==> config.mk <==
export PLATFORM = sky130hd
export DESIGN_NAME = eq_cfg_write_arbiter
export DESIGN_NICKNAME = d
export VERILOG_FILES = /design/src/rtl/eq_cfg_write_arbiter.sv
export SDC_FILE = /design/constraint.sdc
export NUM_CORES = 1
export LEC_CHECK = 0
export CAP_MARGIN = 0
export CORE_ASPECT_RATIO = 0.8
export CORE_MARGIN = 2
export CORE_UTILIZATION = 25
export CTS_CLUSTER_DIAMETER = 50
export DETAILED_ROUTE_END_ITERATION = 7
export GPL_ROUTABILITY_DRIVEN = 0
export HOLD_SLACK_MARGIN = 0.05
export MAX_ROUTING_LAYER = met4
export PLACE_DENSITY = 0.46
export SLEW_MARGIN = 20
export SYNTH_ARGS = -nofsm -noshare
export SYNTH_HDL_FRONTEND = slang
export SYNTH_SLANG_ARGS = --single-unit
export TNS_END_PERCENT = 50
==> constraint.sdc <==
create_clock -name clk -period 5.7 [get_ports clk]
set_input_delay 1.14 -clock clk [delete_from_list [all_inputs] [get_ports clk]]
set_output_delay 1.14 -clock clk [all_outputs]
set_load 0.02 [all_outputs]
==> src/rtl/eq_cfg_write_arbiter.sv <==
// Round-robin arbiter that serializes configuration and band-gain updates from
// two requesters into the equalizer register map's byte-wide write port.
module eq_cfg_write_arbiter #(
    parameter int GAIN_WIDTH = 24,
    parameter int ADDR_WIDTH = 31,
    parameter int NUM_BANDS  = 10
) (
    input  logic                  clk,
    input  logic                  rst,
    input  logic                  a_valid,
    output logic                  a_ready,
    input  logic [3:0]            a_band,
    input  logic [GAIN_WIDTH-1:0] a_data,
    input  logic                  b_valid,
    output logic                  b_ready,
    input  logic [3:0]            b_band,
    input  logic [GAIN_WIDTH-1:0] b_data,
    output logic                  we,
    output logic [ADDR_WIDTH-1:0] addr,
    output logic [7:0]            data_in,
    output logic                  busy,
    output logic                  err
);

    localparam logic [1:0] S_IDLE  = 2'd0;
    localparam logic [1:0] S_WRITE = 2'd1;
    localparam logic [1:0] S_ERR   = 2'd2;
    localparam int NBYTES = GAIN_WIDTH / 8;

    logic [1:0]            r_state;
    logic                  r_last_b;
    logic [3:0]            r_band;
    logic [GAIN_WIDTH-1:0] r_data;
    logic [1:0]            r_idx;

    logic                  w_idle;
    logic                  w_sel_a;
    logic                  w_sel_b;
    logic [3:0]            w_band;
    logic [GAIN_WIDTH-1:0] w_data;
    logic                  w_band_ok;
    logic [5:0]            w_base;
    logic [1:0]            w_next_idx;
    logic                  w_last_byte;
    logic [7:0]            w_in_byte  [NBYTES];
    logic [7:0]            w_lat_byte [NBYTES];

    // On a tie the requester that was not served last wins.
    assign w_sel_a = a_valid && (!b_valid || r_last_b);
    assign w_sel_b = b_valid && (!a_valid || !r_last_b);
    assign w_idle  = (r_state == S_IDLE) && !rst;
    assign a_ready = w_idle && w_sel_a;
    assign b_ready = w_idle && w_sel_b;

    assign w_band    = w_sel_a ? a_band : b_band;
    assign w_data    = w_sel_a ? a_data : b_data;
    assign w_band_ok = ({28'd0, w_band} <= NUM_BANDS);
    // Band b's first byte lives at 3b-2; configuration register sits at 0.
    assign w_base    = (w_band == 4'd0) ? 6'd0
                     : ({1'b0, w_band, 1'b0} + {2'b00, w_band} - 6'd2);

    assign w_next_idx  = r_idx + 2'd1;
    assign w_last_byte = (r_band == 4'd0) || (r_idx == 2'(NBYTES - 1));

    generate
        for (genvar gi = 0; gi < NBYTES; gi++) begin : g_bytes
            assign w_in_byte[gi]  = w_data[8*gi +: 8];
            assign w_lat_byte[gi] = r_data[8*gi +: 8];
        end
    endgenerate

    always_ff @(posedge clk or posedge rst) begin
        if (rst) begin
            r_state  <= S_IDLE;
            r_last_b <= 1'b1;
            r_band   <= '0;
            r_data   <= '0;
            r_idx    <= '0;
            we       <= 1'b0;
            addr     <= '0;
            data_in  <= '0;
            busy     <= 1'b0;
            err      <= 1'b0;
        end else begin
            case (r_state)
                S_IDLE: begin
                    we  <= 1'b0;
                    err <= 1'b0;
                    if (a_ready || b_ready) begin
                        r_last_b <= b_ready;
                        r_band   <= w_band;
                        r_data   <= w_data;
                        r_idx    <= '0;
                        busy     <= 1'b1;
                        if (w_band_ok) begin
                            r_state <= S_WRITE;
                            we      <= 1'b1;
                            addr    <= {{(ADDR_WIDTH-6){1'b0}}, w_base};
                            data_in <= w_in_byte[0];
                        end else begin
                            r_state <= S_ERR;
                            err     <= 1'b1;
                        end
                    end
                end
                S_WRITE: begin
                    if (w_last_byte) begin
                        r_state <= S_IDLE;
                        we      <= 1'b0;
                        busy    <= 1'b0;
                    end else begin
                        r_idx   <= w_next_idx;
                        addr    <= addr + {{(ADDR_WIDTH-1){1'b0}}, 1'b1};
                        data_in <= w_lat_byte[w_next_idx];
                    end
                end
                S_ERR: begin
                    r_state <= S_IDLE;
                    err     <= 1'b0;
                    busy    <= 1'b0;
                end
                default: begin
                    r_state <= S_IDLE;
                    we      <= 1'b0;
                    err     <= 1'b0;
                    busy    <= 1'b0;
                end
            endcase
        end
    end

endmodule

==> out/summary.txt <==
Initial DRC Count: 307
Cells after DPL: 755
unrepaired setup endpoints after global routing: false
most frequent cell after synthesis: dfrtp_1
non-filler cells, final: 771
Rel. slew slack: 0.3292
drt total wl: 12.26 mm
Syn Nets: 520
synthesized area: 4136 um^2
IO Pins: 104
GRT Overall Usage: 0.1487
Starting Density: 0.2531
sw frac: 0.4000
async set-or-reset flop fraction in the synthesized netlist: 1.000
core area: 16340 um^2
Worst setup SP type: input pin
Worst Hold Slack: 476.9 ps
CTS buffer count: 9
P&R area growth vs syn: 37.87%
outcome: finished, final reports clean
area share of the largest cell type after synthesis: 0.4477
Residual DRC: 0
min Tclk post-route: 4066 ps
dpl hpwl: 8.893 mm
Setup Skew: 5.523 ps
Final Cell Area: 5703 um^2
crit share post-route: 0.7134
slew of the pin with the lowest slew margin: 1002 ps
Die X: 147.8 um
Crit path arrival time: 2930 ps
Yosys cell types: 53
f_max: 0.2459 GHz
Clock Pin Slew Worst Setup and Hold Paths: 60 ps
vias in the first global route: 3717
critical path's largest stage delay: 610 ps
global-route wire length before repair: 20.00 mm
most area-hungry cell type in the Yosys netlist: dfrtp_1
Post-DRT Antenna Nets: 0
drt pass-1 iters: 4
share of cells above drive strength 1: 0.06352
Gate Count Post-Synth: 455
maximum buffer depth of the clock tree: 2
cell mode on critical path: clkdlybuf4s50_1
CP max-delay cell: clkdlybuf4s50_1
sequential share of power: 0.353
leading register cell type out of synthesis: dfrtp_1
Hold Buf Count CTS: 0
Commonest cells post-synth: 74 x dfrtp_1, 67 x o21ai_0, 58 x nand2_1
Power Density: 468.2 nW/um^2
Clock Power Share: 0.221
synthesized flop and latch total: 75
vias per cell: 4.890
maximum fanout along the worst path: 4
total grt overflow: 0
placed cell area: 5396 um^2
DR WL/cell: 15.90 um
required time of the critical path: 4560 ps
Via Count: 3770
initial antenna violation count: 0
Post-CTS Setup Repair Bufs: 0
nets: 611
register area share after synthesis: 0.4540
clk_lat worst skew: 330 ps
Hold Vio Cnt, Final: 0
FP Rows: 42
Psw: 1068 uW
largest net degree at the start of global routing: 44
leakage dissipation: 0.002423 uW
htree depth: 3
synth warn: 0
syn_area_per_cell: 9.091 um^2
clk root buf: clkbuf_16
EDFF count, synth: 0
post-route setup TNS: 0 ps
# port buffers: 103
Internal Pwr Total: 1602 uW
Core Util, Final: 0.3490
share of total power in combinational logic: 0.427
critical path type: in -> out
Setup crit end kind: output pin
die area: 17600 um^2
sequence of cells on the critical path: clkdlybuf4s50_1 > nor3_1 > and3_1 > clkdlybuf4s50_1
CTS Sinks: 75
largest cells by area after synthesis: dfrtp_1 45%, o21ai_0 8.1%, mux2i_1 7.7%, nand2_1 5.3%, a31oi_1 2.6%
final setup violation count: 0
final max-slew violation count: 0
CTS tree: done
max-cap check violation count: 0
Die Y: 119.1 um
ANT cells: 0
CTS resizes: 0
Peak VDD IR: 174.7 uV
Worst Hold Class: reg -> reg
## area by class of cell
| class | count | area, um^2 |
|---|---|---|
| inverters | 10 | 37.54 |
| fillers | 1636 | 10640 |
| clock buffers | 13 | 260.3 |
| repair buffers | 108 | 1089 |
| well taps | 220 | 275.3 |
| clock inverters | 3 | 46.29 |
| flip-flops and latches | 75 | 1878 |
| multi-input cells | 342 | 2117 |
## registers in the layout, summed over array words and instances (netlist names)
| name | count |
|---|---|
| r_state | 2 |
| err | 1 |
| busy | 1 |
| r_last_b | 1 |
| we | 1 |
| r_data | 24 |
| r_band | 4 |
| data_in | 8 |
| r_idx | 2 |
| addr | 31 |
## worst paths after layout
path	endpoint	start	depth (start not counted)	slack, ps
max	a_ready	rst	4	1630
min	r_data[5]$_DFFE_PP0P_	r_data[5]$_DFFE_PP0P_	2	480
max reg2reg	addr[25]$_DFFE_PP0P_	r_idx[0]$_DFFE_PP0P_	7	2580
min in group asynchronous	we$_DFFE_PP0P_	rst	2	1300
max in group asynchronous	r_data[16]$_DFFE_PP0P_	rst	3	3350
min reg2reg	r_data[5]$_DFFE_PP0P_	r_data[5]$_DFFE_PP0P_	2	480
## cells by family after synthesis
| group | after synthesis | share of synthesized area |
|---|---|---|
| and+or+nand+nor | 155 | 0.1866 |
| AOI/OAI and AO/OA | 140 | 0.2021 |
| DFF | 75 | 0.4540 |
| muxes | 39 | 0.09649 |
| buffers and inverters | 38 | 0.03751 |
| adders and majority gates | 5 | 0.01694 |
| xor gates and xnor gates | 3 | 0.006353 |
## critical path: cells and delay by family
family / cells / cell delay [ps]
AND/OR/NAND/NOR: 2 / 730
buffers and inverters: 2 / 1060
## cells in the final DEF, fill, tap and decap left out, types with 8 or more instances in the layout
cell type,n
a21o_1,9
nand3_1,16
mux2i_1,32
dfrtp_1,74
inv_1,8
clkbuf_16,9
clkdlybuf4s50_1,103
nand4_1,8
nand2_1,58
a31oi_1,17
nor2_1,25
a21oi_1,15
o21ai_0,66
## power by group through the flow
stage               clock (uW)  sequential, uW  combinational [uW]
finish                     589             942                1140
global route               633             979                1270
CTS                        609             944                1160
detailed placement           0             951                1150
global placement             0             944                1130
floorplan                    0             986                 649
## per-stage QoR
stage          total power (uW)  worst slack [ps]
2_1_floorplan              1635              2446
3_3_place_gp               2078              1552
3_5_place_dp               2105              1441
4_1_cts                    2712              1602
5_1_grt                    2880              1533
6_report                   2670              1634
## layer usage
layer / wire (um) / track usage / vias up
met2: 5540 / 0.2238 / 95
met1: 5973 / 0.2046 / 1814
li1: - / - / 1853
met4: 117 / 0.04107 / 0
met5: 0 / - / -
met3: 624 / 0.03027 / 8
(Power assumes the default switching activity.)
